### config.mk
export PLATFORM = sky130hd
export DESIGN_NAME = sign_tracker
export DESIGN_NICKNAME = d
export VERILOG_FILES = /design/src/rtl/sign_tracker.sv
export SDC_FILE = /design/constraint.sdc
export NUM_CORES = 1
export LEC_CHECK = 0
export CAP_MARGIN = 40
export CELL_PAD_IN_SITES_DETAIL_PLACEMENT = 0
export CELL_PAD_IN_SITES_GLOBAL_PLACEMENT = 1
export CORE_MARGIN = 5
export CORE_UTILIZATION = 32
export CTS_BUF_LIST = sky130_fd_sc_hd__clkbuf_16
export DETAILED_ROUTE_END_ITERATION = 8
export HOLD_SLACK_MARGIN = 0.08
export PLACE_DENSITY_LB_ADDON = 0.1
export SKIP_LAST_GASP = 1
export SLEW_MARGIN = 5
export SYNTH_ARGS = -nofsm -noshare
export SYNTH_HDL_FRONTEND = slang
export SYNTH_SLANG_ARGS = --single-unit
export TNS_END_PERCENT = 1
### constraint.sdc
create_clock -name clk -period 1.7 [get_ports clk]
set_input_delay 0.34 -clock clk [delete_from_list [all_inputs] [get_ports clk]]
set_output_delay 0.34 -clock clk [all_outputs]
set_load 0.05 [all_outputs]
### src/rtl/sign_tracker.sv
// sign_tracker: classifies each accepted sample by sign and zero-ness.
// It also tracks sign changes and the saturating run length of same-sign samples.
module sign_tracker #(
  parameter int unsigned N           = 8,
  parameter int unsigned CW          = 4,
  parameter int unsigned SIGNED_MODE = 1
) (
  input  logic          clk,
  input  logic          rst_n,
  input  logic          clear,
  input  logic          in_valid,
  input  logic [N-1:0]  number,
  output logic          out_valid,
  output logic [N-1:0]  held,
  output logic          num_signal,
  output logic          is_zero,
  output logic          sign_change,
  output logic [CW-1:0] run_len,
  output logic          first
);

  localparam logic [CW-1:0] RUN_MAX = '1;
  localparam logic [CW-1:0] RUN_ONE = CW'(1);

  typedef enum logic {
    EMPTY = 1'b0,
    TRACK = 1'b1
  } state_t;

  state_t state;

  // Sign of the incoming sample; zero counts as non-negative, unsigned input is never negative
  logic new_sign_c;
  assign new_sign_c = (SIGNED_MODE != 0) ? number[N-1] : 1'b0;

  // Tracker FSM with all outputs registered
  always_ff @(posedge clk or negedge rst_n) begin
    if (!rst_n) begin
      state       <= EMPTY;
      out_valid   <= 1'b0;
      held        <= '0;
      num_signal  <= 1'b0;
      is_zero     <= 1'b0;
      sign_change <= 1'b0;
      run_len     <= '0;
      first       <= 1'b0;
    end else if (clear) begin
      state       <= EMPTY;
      out_valid   <= 1'b0;
      held        <= '0;
      num_signal  <= 1'b0;
      is_zero     <= 1'b0;
      sign_change <= 1'b0;
      run_len     <= '0;
      first       <= 1'b0;
    end else if (in_valid) begin
      out_valid  <= 1'b1;
      held       <= number;
      num_signal <= new_sign_c;
      is_zero    <= (number == '0);
      case (state)
        EMPTY: begin
          first       <= 1'b1;
          run_len     <= RUN_ONE;
          sign_change <= 1'b0;
          state       <= TRACK;
        end
        TRACK: begin
          first <= 1'b0;
          if (new_sign_c == num_signal) begin
            sign_change <= 1'b0;
            if (run_len != RUN_MAX) begin
              run_len <= run_len + RUN_ONE;
            end
          end else begin
            sign_change <= 1'b1;
            run_len     <= RUN_ONE;
          end
        end
        default: state <= EMPTY;
      endcase
    end else begin
      out_valid   <= 1'b0;
      sign_change <= 1'b0;
    end
  end

endmodule
After elaboration in Yosys (flattened, before gate mapping). Cells that the tools add are included.

Add/sub/neg operators: 1. Equality and inequality tests: 3. Muxes and demuxes: 22. Bitwise logic cells: 1. Reduce and logical (&&, ||, !) cells: 3.

Operator list (number): two-way mux 4 bit (4); two-way mux 8 bit (2); two-way mux 1 bit (13); zero test 8 bit (1); one-hot mux 4 bit (2 select lines) (1); adder 4 x 1 -> 4 bit, second input constant (1); != test 4 x 3 -> 1 bit, second input constant (1); != test 4 bit, second input constant (1); one-hot mux 1 bit (2 select lines) (2); AND reduction 2 bit (1); nonzero test 2 bit (1); equality test 1 bit (1); NOT 1 bit (1).

Flip-flop bits (word level): 18. Bits of input ports: 12. Word-level logic and storage cells: 38.

Logic depth before layout (Yosys ltp).
Depth in word-level cells: 6. Depth in mapped cells: 4. Depth with buffers taken out: 4.

Worst setup path before layout. OpenSTA, ideal clock, no wires.

Path kind: reg2reg. Start: reg run_len[0]. End: reg run_len[0]. Data arrival time: 1.444 ns. Setup slack: 0.135 ns. Cell stages (with the launch flop): 5. Clock period less this slack: 1.565 ns. Cell sequence: dfrtp_1 ha_1 and3_1 nand4b_1 a22o_1.

Cells in the longest elaborated chain, start to end: 6. Elaborated cells on any way between the ends: 9.

RTL lines: start, declared (line 18) `output logic [CW-1:0] run_len,`; start signal, assigned (line 73) `run_len <= run_len + RUN_ONE;`; adder 4 x 1 -> 4 bit (line 73); two-way mux 4 bit (line 72) `if (run_len != RUN_MAX) begin`; two-way mux 4 bit (line 70) `if (new_sign_c == num_signal) begin`; one-hot mux 4 bit (2 select lines) (line 61) `case (state)`; two-way mux 4 bit (line 56) `end else if (in_valid) begin`; two-way mux 4 bit (line 47) `end else if (clear) begin`.

Several ways; a longest one is shown, not always the timed one. The select of a mux whose other input is x is not followed. A chain may end at the register's enable or synchronous reset.

Worst setup path after layout. Ends and elaborated chain as after synthesis.

==> run summary <==
first-pass GRT wire length - 3.098 mm
worst skew pair latency - 0.24 ns
pin count of the biggest net entering global routing - 18
Syn Inst Count - 71
gpl congestion - 0.6781
synth warn - 0
top post-synthesis cells by area - dfrtp_1, mux2i_1, nor2_1
Max clock buf depth - 2
Sum Neg Setup Slack - 0 ns
Worst Path Arrival - 1.54 ns
synthesized flop and latch total - 17
CTS clk-pin slew, worst paths - 0.05 ns
Total GRT Usage - 11.68%
die area - 0.003533 mm²
post-place setup slack - 0.05598 ns
initial DRC count - 5
met2 Use GR - 19.66%
Pleak - 0.5493 nW
Post-Syn Area - 782.0 µm²
Remaining Overflow, GRT - 0
routed vias/inst - 4.835
total wire length - 1.729 mm
actual slew at the worst max-slew pin - 0.3315 ns
H-tree levels - 1
Routed Antenna Nets - 0
Buf/Inv on CP - 0
worst hold path type - input port to async pin
sw power - 0.0002846 W
DR pass1 iterations - 3
Synth top area share - 54.40%
unrepaired setup endpoints after global routing - false
clk root buf - clkbuf_16
sequential share of the synthesized area - 54.40%
# hold bufs at CTS - 0
CP max stage cell - dfrtp_1
per-cell routed wire length - 13.00 µm
sw frac - 25.87%
ANT cells - 0
fin area - 0.001136 mm²
Setup CP Type - flop to flop
GRT Max-Usage Layer - met2
top-level port count - 29
post-CTS setup buffers - 0
max-slew violations - 0
R2R cell count - 4
Vias - 643
Initial Util - 32.45%
CTS tree - done
Area Growth Syn to Fin - 45.28%
crit path max fanout - 6
crit path time final - 1.411 ns
PD cells - 968.3 mW/mm²
Slowest Stage Delay on Critical Path - 0.43 ns
Row Count - 18
skew final - 0.001163 ns
distinct cell type count after synthesis - 26
MaxCap Viol Count - 0
Internal Power - 0.0008156 W
CTS sink count - 17
FILL cells - 252
Critical Path Sink Type - flop
critical path launch point type - flop
GR met1 Demand/Resource - 13.40%
required time of the critical path - 1.83 ns
f_max - 0.7086 GHz
Mapped Avg Cell Area - 11.01 µm²
chip height - 59.44 µm
DRC viols - 0
die width - 59.44 µm
setup violators final - 0
Synthesized Nets - 84
CTS Buf Count - 3
met3 GRT Util - 3.922%
Max VDD drop - 761.6 µV
Synth area leader - dfrtp_1
slew margin rel. - 77.83%
post-cts resize count - 0
Sequential Power Share - 40.0%
Port Buf Inserts - 28
placed wire-length estimate - 1.318 mm
Clock Power Share - 41.5%
Final Core Density - 47.14%
Hold Fails Final Rpt - 0
commonest non-fill, non-tap cell in the layout - buf_4
Final #Nets - 117
vias in the first global route - 689
WP depth - 4
Comb power frac - 18.5%
dpl cell area - 0.001057 mm²
kind of cell adding the most delay to the critical path - flip-flops
setup ws final - 0.2887 ns
core footprint - 0.002410 mm²
crit path cell chain - ha_1 -> and3_1 -> nand4b_1 -> a22o_1
share of layout cells above drive strength 1 - 25.24%
initial antenna violation count - 0
commonest cells after routing, fill and taps aside - buf_4, dfrtp_1, nor2_1
status - finished, final reports clean
fin crit share - 83.02%
synth_stat cells:
master,n
nor3_1,1
nand4_1,1
o311ai_1,1
a221oi_1,1
nand4b_1,1
nand3_1,2
nand2b_1,1
ha_1,1
mux2i_1,8
buf_4,3
xnor2_2,1
a21oi_1,3
nor4_1,2
nand3b_1,1
o32ai_1,1
nand2_1,1
and3_1,1
a22o_1,1
clkbuf_1,1
buf_6,1
nor4b_1,1
inv_1,3
a31oi_1,2
nor2b_1,2
nor2_1,13
dfrtp_1,17
cell type report:
type	instances	area, µm²	area share, %
clock buffers	3	75.07	6.608
clock inverters	1	3.754	0.3304
inverters	3	11.26	0.9912
multi-input cells	46	307.8	27.09
flip-flops and latches	17	425.4	37.44
well taps	30	37.54	3.304
repair buffers	33	275.3	24.23
power by group through the flow:
stage	logic (W)	registers, W	clock network, W
floorplan	0.0000640	0.000507	0
global placement	0.000206	0.000447	0
detailed placement	0.000206	0.000447	0
CTS	0.000206	0.000441	0.000472
global route	0.000218	0.000444	0.000497
finish	0.000203	0.000440	0.000457
logic make-up after synthesis:
family                     share of synthesized area (%)
AOI/OAI and AO/OA                                  8.000
and+or+nand+nor                                    17.44
DFF                                                54.40
xor gates and xnor gates                           2.081
muxes                                              10.24
adders and majority gates                          1.600
buffers and inverters                              6.239
worst register-to-register path: cells and delay by family, from the launching register on:
kind / cells / cell delay [ns]
flops: 1 / 0.43
simple gates: 2 / 0.37
fa+ha+maj: 1 / 0.27
compound gates: 1 / 0.23
sequential cells by signal, summed over array words and instances, names as in the netlist:
name         cells
out_valid        1
is_zero          1
first            1
held             8
sign_change      1
run_len          4
state            1
through the flow:
step                hold WS (ns)  total power (W)  instances
floorplan                0.04441        0.0005708         71
global placement          0.5068        0.0006531        129
detailed placement        0.5170        0.0006530        129
CTS                       0.4380         0.001119        133
global route              0.4601         0.001158        133
finish                    0.4248         0.001100        133
layer usage:
| layer | wire (µm) | share of wire [%] |
|---|---|---|
| met5 | 0 | 0 |
| met4 | 19 | 1.1 |
| met3 | 104 | 6.0 |
| met2 | 858 | 50 |
| met1 | 747 | 43 |
final timing paths:
path	startpoint	endpoint	slack, ns
worst max-delay path	run_len[0]	run_len[0]	0.29
worst min-delay path	rst_n	run_len[0]	0.42
worst max register to register	run_len[0]	run_len[0]	0.29
worst min register to register	held[6]	held[6]	0.52
max in group asynchronous	rst_n	sign_change	1.08
min in group clk	held[6]	held[6]	0.52
Note: power is estimated with default switching activity, not from simulation.
